$ cat src/rtl/sync_fifo_flags.sv
//------------------------------------------------------------------------------
// sync_fifo_flags
//
// Single-clock FIFO with registered status flags and two read styles.
//
// Parameters
//   DATA_WIDTH : word width in bits
//   ADDR_WIDTH : log2 of the depth (DEPTH = 2**ADDR_WIDTH entries)
//   RESERVE    : prog_full asserts when free slots <= RESERVE (0..DEPTH-1)
//   AE_LEVEL   : prog_empty asserts when occupancy <= AE_LEVEL (0..DEPTH-1)
//   FWFT       : 0 = registered read data one cycle after a pop,
//                1 = first-word-fall-through (head entry always visible)
//
// Ports
//   clk        : sole clock, all state changes on its rising edge
//   rst        : synchronous active-high reset
//   wr_en      : write request, accepted when the FIFO is not full
//   wr_data    : word to write
//   full       : occupancy == DEPTH
//   prog_full  : occupancy >= DEPTH-RESERVE
//   overflow   : one-cycle pulse after a write attempted while full
//   rd_en      : read (pop) request, accepted when the FIFO is not empty
//   rd_data    : read data
//   rd_valid   : FWFT=0: pulses with fresh rd_data; FWFT=1: follows has_data
//   empty      : occupancy == 0
//   has_data   : inverse of empty
//   prog_empty : occupancy <= AE_LEVEL
//   underflow  : one-cycle pulse after a read attempted while empty
//   count      : current occupancy, 0..DEPTH
//------------------------------------------------------------------------------
module sync_fifo_flags #(
    parameter int DATA_WIDTH = 8,
    parameter int ADDR_WIDTH = 4,
    parameter int RESERVE    = 4,
    parameter int AE_LEVEL   = 2,
    parameter int FWFT       = 0
) (
    input  logic                  clk,
    input  logic                  rst,
    input  logic                  wr_en,
    input  logic [DATA_WIDTH-1:0] wr_data,
    output logic                  full,
    output logic                  prog_full,
    output logic                  overflow,
    input  logic                  rd_en,
    output logic [DATA_WIDTH-1:0] rd_data,
    output logic                  rd_valid,
    output logic                  empty,
    output logic                  has_data,
    output logic                  prog_empty,
    output logic                  underflow,
    output logic [ADDR_WIDTH:0]   count
);

    localparam int DEPTH = 1 << ADDR_WIDTH;

    // Thresholds pre-sized to the occupancy counter so every flag compare
    // is width-matched.
    localparam logic [ADDR_WIDTH:0] DEPTH_LVL = (ADDR_WIDTH+1)'(DEPTH);
    localparam logic [ADDR_WIDTH:0] PF_LVL    = (ADDR_WIDTH+1)'(DEPTH - RESERVE);
    localparam logic [ADDR_WIDTH:0] PE_LVL    = (ADDR_WIDTH+1)'(AE_LEVEL);

    logic [DATA_WIDTH-1:0] mem [DEPTH];
    logic [ADDR_WIDTH-1:0] wr_ptr;
    logic [ADDR_WIDTH-1:0] rd_ptr;
    logic                  wr_accept;
    logic                  rd_accept;
    logic [ADDR_WIDTH:0]   count_next;

    // Acceptance is judged against the registered flags, so when full a
    // simultaneous read/write only pops, and when empty it only pushes.
    assign wr_accept = wr_en && !full;
    assign rd_accept = rd_en && !empty;

    // Exact inverse of a register, so it can never disagree with empty.
    assign has_data = ~empty;

    // Next occupancy: a push and a pop in the same cycle cancel out.
    always_comb begin
        count_next = count;
        case ({wr_accept, rd_accept})
            2'b10:   count_next = count + 1'b1;
            2'b01:   count_next = count - 1'b1;
            default: count_next = count;
        endcase
    end

    // Pointers, occupancy and all flags. The flags are computed from the
    // next occupancy so they line up with count in the same cycle while still
    // coming straight out of flops. Overflow/underflow only look at the
    // request and the current flag, giving a single-cycle pulse per rejected
    // request.
    always_ff @(posedge clk) begin
        if (rst) begin
            wr_ptr     <= '0;
            rd_ptr     <= '0;
            count      <= '0;
            full       <= 1'b0;
            prog_full  <= 1'b0;
            empty      <= 1'b1;
            prog_empty <= 1'b1;
            overflow   <= 1'b0;
            underflow  <= 1'b0;
        end else begin
            if (wr_accept) begin
                wr_ptr <= wr_ptr + 1'b1;
            end
            if (rd_accept) begin
                rd_ptr <= rd_ptr + 1'b1;
            end
            count      <= count_next;
            full       <= (count_next == DEPTH_LVL);
            prog_full  <= (count_next >= PF_LVL);
            empty      <= (count_next == '0);
            prog_empty <= (count_next <= PE_LVL);
            overflow   <= wr_en && full;
            underflow  <= rd_en && empty;
        end
    end

    // Storage array. Not reset: stale words are unreachable once the
    // pointers and occupancy are cleared.
    always_ff @(posedge clk) begin
        if (!rst && wr_accept) begin
            mem[wr_ptr] <= wr_data;
        end
    end

    generate
        if (FWFT != 0) begin : g_fwft
            // Head entry is visible without a request; forced to zero while
            // empty so nothing stale leaks out after a reset or a drain.
            assign rd_data  = empty ? '0 : mem[rd_ptr];
            assign rd_valid = has_data;
        end else begin : g_std
            logic [DATA_WIDTH-1:0] rd_data_q;
            logic                  rd_valid_q;

            // Standard read: the popped word is captured on the pop edge and
            // held until the next accepted read; rd_valid marks the cycle in
            // which a fresh word appears.
            always_ff @(posedge clk) begin
                if (rst) begin
                    rd_data_q  <= '0;
                    rd_valid_q <= 1'b0;
                end else begin
                    rd_valid_q <= rd_accept;
                    if (rd_accept) begin
                        rd_data_q <= mem[rd_ptr];
                    end
                end
            end

            assign rd_data  = rd_data_q;
            assign rd_valid = rd_valid_q;
        end
    endgenerate

    // Structural flag invariants.
    a_full_implies_pf : assert property (@(posedge clk) disable iff (rst)
        full |-> prog_full);
    a_empty_implies_pe : assert property (@(posedge clk) disable iff (rst)
        empty |-> prog_empty);
    a_not_full_and_empty : assert property (@(posedge clk) disable iff (rst)
        !(full && empty));
    a_count_in_range : assert property (@(posedge clk) disable iff (rst)
        count <= DEPTH_LVL);

endmodule

$ cat config.mk
export PLATFORM = sky130hd
export DESIGN_NAME = sync_fifo_flags
export DESIGN_NICKNAME = d
export VERILOG_FILES = /design/src/rtl/sync_fifo_flags.sv
export SDC_FILE = /design/constraint.sdc
export NUM_CORES = 1
export LEC_CHECK = 0
export CORE_MARGIN = 10
export CORE_UTILIZATION = 40
export CTS_CLUSTER_DIAMETER = 100
export DETAILED_ROUTE_END_ITERATION = 12
export PLACE_DENSITY = 0.66
export SLEW_MARGIN = 25
export SYNTH_ARGS = -nofsm -noshare
export SYNTH_HDL_FRONTEND = slang
export SYNTH_SLANG_ARGS = --single-unit
$ cat constraint.sdc
create_clock -name clk -period 6.96 [get_ports clk]
set_input_delay 0.696 -clock clk [delete_from_list [all_inputs] [get_ports clk]]
set_output_delay 0.696 -clock clk [all_outputs]
set_load 0.01 [all_outputs]
==> results of run 1 <==
-- cell type report --
cell class                 count  share of cell area [%]
multi-input combinational    181                    23.1
clock inverter                12                    1.69
sequential                   156                    60.9
timing repair buffer          35                    4.74
inverter                       7                   0.432
clock buffer                  19                    5.98
tap                          188                    3.25
-- logic make-up (layout without fill, tap and decap cells) --
| logic type | count (synthesis) | after routing | synth area share, % |
|---|---|---|---|
| buf+inv | 29 | 73 | 2.05 |
| fa+ha+maj | 8 | 8 | 1.62 |
| simple gates | 80 | 80 | 5.97 |
| compound gates | 50 | 50 | 5.83 |
| xor+xnor | 9 | 9 | 1.28 |
| mux | 34 | 34 | 12.0 |
| flops | 156 | 156 | 71.3 |
-- state kept, by name (all words and copies together), names as in the netlist --
signal	cells
count	5
empty	1
full	1
mem	128
overflow	1
prog_empty	1
prog_full	1
rd_data	8
rd_ptr	4
rd_valid	1
underflow	1
wr_ptr	4
-- where the power goes --
group          switching (mW)  total [mW]  internal, mW
clock                   0.355       0.878         0.522
sequential             0.0235        1.06          1.04
combinational           0.138       0.268         0.130
total                   0.517        2.21          1.69
-- metal layers --
metal	global-route usage, %	vias up
li1	-	1490
met2	21.2	85
met5	0	-
met4	5.37	0
met1	16.0	1670
met3	3.71	20
-- final timing paths --
check                                 from         end  slack, ns  cells past startpoint
worst max-delay path                 rd_en  prog_empty       3.83                     11
worst min-delay path            rd_data[6]  rd_data[6]       0.49                      2
worst max register to register       empty  prog_empty       4.16                     10
worst min register to register  rd_data[6]  rd_data[6]       0.49                      2
-- synthesized netlist by cell type --
cell type | n | share of area, %
a211oi_1 | 1 | 0.12
xnor2_1 | 5 | 0.71
a311oi_2 | 1 | 0.24
a21o_1 | 2 | 0.24
o2111a_1 | 1 | 0.18
buf_1 | 7 | 0.43
a2111oi_4 | 1 | 0.45
mux2i_1 | 2 | 0.32
o211ai_1 | 1 | 0.12
a41o_1 | 1 | 0.16
nor2b_1 | 4 | 0.40
nor2b_4 | 1 | 0.22
o2111ai_1 | 1 | 0.14
o22ai_1 | 1 | 0.10
nand4_1 | 2 | 0.20
a22oi_1 | 17 | 2.1
nor2_1 | 39 | 2.4
buf_2 | 4 | 0.32
inv_6 | 1 | 0.14
nand3_1 | 1 | 0.081
nand2b_1 | 4 | 0.40
edfxtp_1 | 128 | 62
inv_2 | 1 | 0.061
ha_1 | 8 | 1.6
nor3_1 | 7 | 0.57
dfxtp_1 | 28 | 9.1
clkbuf_1 | 10 | 0.61
a21boi_0 | 1 | 0.12
buf_6 | 1 | 0.18
and4bb_1 | 1 | 0.20
o31ai_1 | 1 | 0.12
or3_1 | 1 | 0.10
o41ai_1 | 1 | 0.14
xor2_1 | 4 | 0.57
inv_1 | 5 | 0.30
a21oi_1 | 20 | 1.6
nand2_1 | 18 | 1.1
and2_1 | 1 | 0.10
nand2b_4 | 1 | 0.22
mux4_2 | 32 | 12
-- per-stage QoR --
| step | hold slack (ns) | utilization [%] | total power [mW] | std cells |
|---|---|---|---|---|
| final | 0.495 | 47.8 | 2.21 | 598 |
| after global routing | 0.535 | 47.8 | 2.29 | 598 |
| after CTS | 0.503 | 47.8 | 2.22 | 598 |
| after detailed placement | 0.487 | 44.1 | 1.35 | 567 |
| after global placement | 0.474 | 44.0 | 1.35 | 567 |
| after floorplan | 0.478 | - | 1.25 | 366 |
-- layout by cell type, fill, tap and decap left out, types with 8 or more instances in the layout --
master	n
edfxtp_1	128
nor2_1	39
mux4_2	32
clkdlybuf4s50_1	32
dfxtp_1	27
a21oi_1	20
nand2_1	18
a22oi_1	17
clkbuf_16	17
ha_1	8
-- worst max-delay path, cell delays in order --
cell and delay [ns]:
clkdlybuf4s50_1 0.53, nand2b_4 0.17, inv_2 0.17, nand2_1 0.16, xnor2_1 0.16, ha_1 0.23
o211ai_1 0.18, a21oi_1 0.14, a2111oi_4 0.42, mux2i_1 0.39, and4bb_1 0.24
==> metrics.md, run 1 <==
| Metric | Value |
|---|---|
| CTS tree | done |
| FF+latch area | 4410 µm² |
| Final min period | 3.13 ns |
| Via count | 3265 |
| Critical path class | input port to flip-flop |
| DRC violations left | 0 |
| GRT Residual Overflow | 0 |
| Synth unique cells | 40 |
| Hold Path Class | flip-flop to flip-flop |
| Worst-Margin Slew | 0.908 ns |
| Final setup fails | 0 |
| Post-CTS Resized | 0 |
| Final Cell Area | 7240 µm² |
| Clock Sinks | between 150 and 200 |
| Max layer used | met4 |
| Metal-1 WL | roughly 5400 µm |
| Crit start category | input port |
| Maximum VDD drop | around 0.00017 V |
| Worst-path maximum fanout | 21 |
| First-pass GRT wire length | 19600 µm |
| Vias/cell | 5.46 |
| Relative slew slack | between 30 and 40% |
| Post-Syn Nets | 386 |
| Gpl congestion | 0.821 |
| Area grow syn2layout | 17.1% |
| DRT Wirelength | 12700 µm |
| Setup WS pre-CTS | 3.42 ns |
| FP Rows | 45 |
| Synthesized area | a little over 6000 µm² |
| Synthesized flop and latch total | 156 |
| Seq/Total Area, Yosys | 71.3% |
| Layout cells sized above 1 | 17.6% |
| Average wire per standard cell | ~21 µm |
| N_diodes | 0 |
| Arrival time at the worst endpoint | 3.49 ns |
| Pwr dens | ~300 nW/µm² |
| Final net count | 418 |
| Unrepaired setup endpoints after global routing | false |
| First-pass iteration count of the detailed router | 4 |
| Clk Tree Root Cell | clkbuf_16 |
| Cells after synthesis | between 300 and 400 |
| CP Capture Type | flip-flop |
| Slew Viols, Final | 0 |
| Max-cap violations | 0 |
| Mean post-synth cell area | approximately 17 µm² |
| Period utilization | around 45% |
| Chip Height | 144 µm |
| Leak | about 2.3 nW |
| Clk_skew | 0.00737 ns |
| Initial core utilization | 40.8% |
| Area of the multi-input gates | between 1500 and 2000 µm² |
| Status | finished, final reports clean |
| Vias in the first global route | 3313 |
| Routed wl met3 | 800 µm |
| Filler cells | roughly 1.3k |
| ANT nets after route | 0 |
| Largest net degree at the start of global routing | 36 |
| Post-DP HPWL | slightly above 8000 µm |
| Initial antenna violation count | 0 |
| Die area | 20800 µm² |
| Setup TNS | 0 ns |
| H-tree depth | 4 |
| All-Layer GR Usage | 13.1% |
| Setup bufs post-CTS | 0 |
| Req. time, crit path | about 7.3 ns |
| DR WL met2 | between 6000 and 7000 µm |
| Worst-path clk slew | 0.06 ns |
| I/O Buffers | 32 |
| Fin. Hold Viols | 0 |
| Final setup margin | 3.83 ns |
| DR iter-0 viols | around 230 |
| Die X | between 100 and 150 µm |
| Placeable Area | 15100 µm² |
| DP Area | 6680 µm² |
| Worst-case clock buffer depth | 2 |
| Inserted Clock Buffers | 17 |
| CTS Hold Bufs | 0 |
| Synth warnings | 0 |
| Skew-Pair Late Insertion Delay | roughly 0.43 ns |
| Peak Freq | 319 MHz |
| Boundary pin count | 33 |
No activity file was read; power rests on OpenSTA's default activity.
==> run 2, diff against run 1 <==
==> constraint.sdc (replaced) <==
create_clock -name clk -period 3.13 [get_ports clk]
set_input_delay 0.313 -clock clk [delete_from_list [all_inputs] [get_ports clk]]
set_output_delay 0.313 -clock clk [all_outputs]
set_load 0.01 [all_outputs]
==> run 2 against run 1 <==
First-iteration DRC count up 6.5%. Utilization up 0.90 points. Sequential power up 120%. Critical path depth down 1. Non-clock buffer count up 20. Hold slack worse by 0.025 ns. Largest cell class unchanged.
==> metrics.md, run 2 (synthesis gave the netlist of run 1 again) <==
| Metric | Value |
|---|---|
| Hold WS | approximately 0.47 ns |
| Fin. Hold Viols | 0 |
| Boundary pin count | 33 |
| All-Layer GR Usage | 13.4% |
| Crit start category | input port |
| Clk_skew | 0.0143 ns |
| Tot Pwr | slightly below 5 mW |
| First-pass GRT wire length | just over 20000 µm |
| DR iter-0 viols | ~250 |
| Initial core utilization | 40.8% |
| Placeable Area | 15100 µm² |
| Gpl congestion | 0.796 |
| Final setup fails | 0 |
| Clock Sinks | approximately 160 |
| DRC violations left | 0 |
| Worst-path clk slew | 0.06 ns |
| Hold Path Class | flip-flop to flip-flop |
| Vias in the first global route | around 3.4k |
| Max-cap violations | 0 |
| Leak | 2.44 nW |
| Final min period | 2.57 ns |
| Final setup margin | between 0.5 and 0.6 ns |
| Filler cells | 1271 |
| Worst stage delay on the critical path | 0.48 ns |
| Via count | roughly 3.3k |
| Maximum VDD drop | between 0.0004 and 0.0005 V |
| DP Area | around 6800 µm² |
| Peak Freq | 388 MHz |
| Chip Height | around 140 µm |
| Die X | roughly 140 µm |
| CP Buf/Inv Count | 3 |
| Relative slew slack | 52.9% |
| Slew Viols, Final | 0 |
| Average wire per standard cell | 21.0 µm |
| DRT Wirelength | 13000 µm |
| Worst path cell trace | clkdlybuf4s50_1, nor2b_4, inv_6, nand2_1, inv_1, ha_1, a21o_1, a2111oi_4, mux2i_1, and4bb_1 |
| H-tree depth | 4 |
| Post-Layout Cell Count | 619 |
| ANT nets after route | 0 |
| FP Rows | 45 |
| Status | finished, final reports clean |
| Pwr dens | 655 nW/µm² |
| Commonest non-fill, non-tap cell in the layout | edfxtp_1 |
| First-pass iteration count of the detailed router | 5 |
| Largest Register | mem |
| Area grow syn2layout | 19.4% |
| Final core utilization | 48.7% |
| Crit-path leading delay family | compound AO/OA/AOI/OAI gates |
| Crit-path slowest cell | clkdlybuf4s50_1 |
| Skew-Pair Late Insertion Delay | 0.43 ns |
| Req. time, crit path | 3.49 ns |
| Inserted Clock Buffers | 17 |
| Layout cells sized above 1 | 21.3% |
| Setup TNS | 0 ns |
| GRT Residual Overflow | 0 |
| Unrepaired setup endpoints after global routing | false |
| CTS tree | done |
| Setup bufs post-CTS | 0 |
| Max reg flops | between 100 and 150 |
| Final Cell Area | 7380 µm² |
| Area of the multi-input gates | 1650 µm² |
| Die area | approximately 21000 µm² |
| Largest net degree at the start of global routing | 36 |
| Arrival time at the worst endpoint | 2.94 ns |
| FF+latch area | between 4000 and 5000 µm² |
| Worst-case clock buffer depth | 2 |
| Critical path class | input port to flip-flop |
| Worst-path maximum fanout | 6 |
| Clk Tree Root Cell | clkbuf_16 |
| Post-Place Cells | 587 |
| Post-DP HPWL | 8560 µm |
| I/O Buffers | 32 |
| N_diodes | 0 |
| CTS Hold Bufs | 0 |
| Worst-Margin Slew | between 0.7 and 0.8 ns |
| Commonest non-fill, non-tap cells in the layout | edfxtp_1 (128), nor2_1 (39), mux4_2 (32), clkdlybuf4s50_1 (32), dfxtp_1 (27) |
| Setup WS pre-CTS | about 0.15 ns |
| Period utilization | between 80% and 90% |
| Post-CTS Resized | 0 |
| CP Capture Type | flip-flop |
| Final net count | 438 |
| Initial antenna violation count | 0 |
| Vias/cell | 5.34 |
[run 2: cell types whose count changed in the layout (fill, tap and decap cells not counted), moves of 2 or more]
cell | before | now
bufinv_16 | 2 | 0
buf_4 | 3 | 22
clkinv_2 | 2 | 4
clkinv_1 | 3 | 1
nor3_2 | 4 | 0
clkbuf_8 | 0 | 4
nor3_1 | 3 | 7
[run 2: area by class of cell]
type	count	area share, %
clock buffers	22	6.56
clock inverters	10	0.882
inverters	7	0.424
multi-input cells	181	22.4
flip-flops and latches	156	59.7
well taps	188	3.19
repair buffers	55	6.85
[run 2: worst paths after layout]
kind / from / endpoint / slack [ns] / depth (start not counted)
worst max-delay path: wr_en / prog_empty / 0.56 / 10
worst min-delay path: empty / underflow / 0.47 / 2
worst max register to register: empty / prog_empty / 0.58 / 9
worst min register to register: empty / underflow / 0.47 / 2
[run 2: layer usage]
layer	wire length [µm]	track usage, %	up-vias
met1	5500	17.3	1673
met3	833	4.26	11
li1	-	-	1530
met5	0	0	-
met2	6510	20.7	92
met4	150	4.79	0
[run 2: power breakdown]
group | internal (mW) | total (mW) | switching (mW)
logic | 0.306 | 0.601 | 0.294
clock network | 1.09 | 1.87 | 0.775
registers | 2.30 | 2.36 | 0.0604
[run 2: tightest hold or removal path: cells and delay by family (launching register included)]
family           cells  cell delay [ns]
DFF                  1             0.33
and+or+nand+nor      2             0.10
==> variant (flow settings as in run 2) <==
The parameter `DATA_WIDTH` goes from 8 to 6.
--- a/src/rtl/sync_fifo_flags.sv
+++ b/src/rtl/sync_fifo_flags.sv
@@ -29,7 +29,7 @@
 //   count      : current occupancy, 0..DEPTH
 //------------------------------------------------------------------------------
 module sync_fifo_flags #(
-    parameter int DATA_WIDTH = 8,
+    parameter int DATA_WIDTH = 6,
     parameter int ADDR_WIDTH = 4,
     parameter int RESERVE    = 4,
     parameter int AE_LEVEL   = 2,
Ports: changed (resized rd_data and wr_data); port bits go from 33 to 29. No check against the original RTL was run, so the function may have changed too.
==> variant against run 2 <==
Worst setup slack gained 0.087 ns; power shrank 13%; non-clock buffer count shrank 17; count of clock-buffer cells in the layout shrank 5; wire length shrank 24%; area after synthesis shrank 20%; sequential cell count shrank 34; first-iteration DRC count grew 1.2%; cell area shrank 19%; largest cell class unchanged; highest routed layer unchanged.
==> variant: results (changes against run 2) <==
* PortBufs at 28 (-13%)
* Count of H-tree levels built during CTS at 4 (unchanged)
* Most used standard cells in the synthesized netlist: sky130_fd_sc_hd__edfxtp_1 (96), sky130_fd_sc_hd__nor2_1 (36), sky130_fd_sc_hd__dfxtp_1 (26)
* Count of inserted antenna diode cells at 0 (unchanged)
* Pleak at 0.00199 uW (-18%)
* Count of different cell masters after synthesis at 42 (+5.0%)
* Total global routing track utilization at 11.9% (-1.5 points)
* Met2 usage at 18.8% (-1.9 points)
* Initial DRC Count at 249 (+1.2%)
* R2R Setup Slk at 0.64 ns (+0.06 ns)
* Max reg flops at 96 (-25%)
* Placer Congestion at 0.757 (-5.0%)
* NumNets Final at 366 (-16%)
* Peak VDD IR at 0.335 mV (-28%)
* Initial antenna violation count at 0 (unchanged)
* Met1 track demand over resource in global routing at 14.8% (-2.5 points)
* Clock latency on the worst-skew pair at 0.41 ns (-0.02 ns)
* Final-report setup violation count at 0 (unchanged)
* Buffers inserted by post-CTS timing repair at 0 (unchanged)
* HPWL after detailed placement at 6540 um (-24%)
* Largest cells by area after synthesis: sky130_fd_sc_hd__edfxtp_1 (58%), sky130_fd_sc_hd__mux4_2 (11%), sky130_fd_sc_hd__dfxtp_1 (11%)
* Number of synthesized flops with an enable pin at 96 (-25%)
* Number of cells in the design after placement at 497 (-15%)
* Clock slew seen by the registers of the worst setup and hold paths at 0.05 ns
* Non-filler cells, final at 527 (-15%)
* Cts bufs inserted at 17 (unchanged)
* Hold_ws at 0.458 ns (-0.0111 ns)
* Crit path DAT at 2.84 ns (-0.10 ns)
* Kind of start point of the critical path: flip-flop
* Largest driver fanout on the critical path at 8 (+2)
* Wire length of the first global-routing pass at 15700 um (-23%)
* Largest net degree at the start of global routing at 28 (-22%)
* Yosys Warn Count at 0 (unchanged)
* Routed wire length at 9930 um (-24%)
* Largest reg by FF count: mem
* CTS max path bufs at 2 (unchanged)
* Net count after synthesis at 327 (-15%)
* CTS resizes at 0 (unchanged)
* Capture point of the worst reg-to-reg path: prog_empty
* Worst setup skew after layout at 0.00540 ns (-0.00890 ns)
* Status: finished, final reports clean
* Share of flip-flops with an asynchronous set or reset at 0% (unchanged)
* Ratio of routed vias to standard cells at 5.16 (-3.4%)
* Seq/Total Area, Yosys at 68.9% (-2.4 points)
* Max_slew headroom at 56.1% (+3.2 points)
* Via count of the first global-routing pass at 2743 (-19%)
* Final-layout fill cell count at 983 (-23%)
* Synthesized netlist cell count at 309 (-16%)
* Fraction of layout cells with a size suffix above 1 at 19.2% (-2.1 points)
* Worst min-delay path startpoint: empty
* Met3 usage in global routing at 4.12% (-0.15 points)
* Worst hold path class: reg2reg
* Path depth of the worst reg2reg path at 10 (+1)
* Length of the first detailed-routing pass in iterations at 4 (-1)
==> variant: cell count changes after synthesis, moves of 4 or more <==
cell                       delta
sky130_fd_sc_hd__buf_1        -6
sky130_fd_sc_hd__mux4_2       -8
sky130_fd_sc_hd__a21oi_1      -4
sky130_fd_sc_hd__a22oi_1      -4
sky130_fd_sc_hd__edfxtp_1    -32
==> variant: how the worst min path moves through the flow <==
stage | cells past startpoint | to
final | 2 | underflow
after floorplan | 0 | mem[0][0]
after global placement | 2 | underflow
after CTS | 3 | underflow
after detailed placement | 2 | underflow
after global routing | 3 | underflow
==> variant: metal layers <==
layer / routed length (um) / vias to the layer above / part of all wire (%)
li1: - / 1267 / -
met1: 4150 / 1364 / 42
met2: 5100 / 71 / 51
met3: 521 / 18 / 5.2
met4: 161 / 0 / 1.6
met5: 0 / - / 0
==> variant: critical path, cell delays in order (launching register included) <==
cell,delay (ns)
sky130_fd_sc_hd__dfxtp_1,0.32
sky130_fd_sc_hd__nand2b_1,0.22
sky130_fd_sc_hd__inv_6,0.12
sky130_fd_sc_hd__nand2_2,0.09
sky130_fd_sc_hd__xnor2_1,0.14
sky130_fd_sc_hd__ha_1,0.24
sky130_fd_sc_hd__o211ai_1,0.17
sky130_fd_sc_hd__a21oi_1,0.12
sky130_fd_sc_hd__a2111oi_4,0.38
sky130_fd_sc_hd__mux2i_1,0.38
sky130_fd_sc_hd__and4bb_1,0.23
==> variant: per-stage QoR <==
step | total power [uW] | area [um^2] | worst slack (ns)
after floorplan | 2210 | 4940 | 0.800
after global placement | 2410 | 5430 | 0.328
after detailed placement | 2420 | 5430 | 0.228
after CTS | 4240 | 5990 | 0.625
after global routing | 4360 | 5990 | 0.432
final | 4200 | 5990 | 0.642
==> variant: final cells by class <==
cell class                 count  area (um^2)  share of cell area [%]
clock buffer                  17          425                    7.11
sequential                   122         3400                    56.9
multi-input combinational    162         1420                    23.6
tap                          168          210                    3.51
clock inverter                13          129                    2.15
inverter                       7         33.8                   0.564
timing repair buffer          38          368                    6.15
==> variant: cell families (layout without fill, tap and decap cells) <==
kind of cell / count (synthesis) / after routing / synth area share [%]
DFF: 122 / 122 / 68.9
and+or+nand+nor: 77 / 77 / 7.40
AOI/OAI and AO/OA: 42 / 42 / 6.28
muxes: 26 / 26 / 11.4
buffers and inverters: 25 / 75 / 2.43
xor gates and xnor gates: 9 / 9 / 1.60
adders and majority gates: 8 / 8 / 2.03
==> variant: report_power, final <==
part	internal, uW	switching [uW]	leakage [uW]
sequential	1800	58.6	0.00108
clock	1150	669	0.000270
combinational	262	260	0.000643
total	3220	988	0.00199
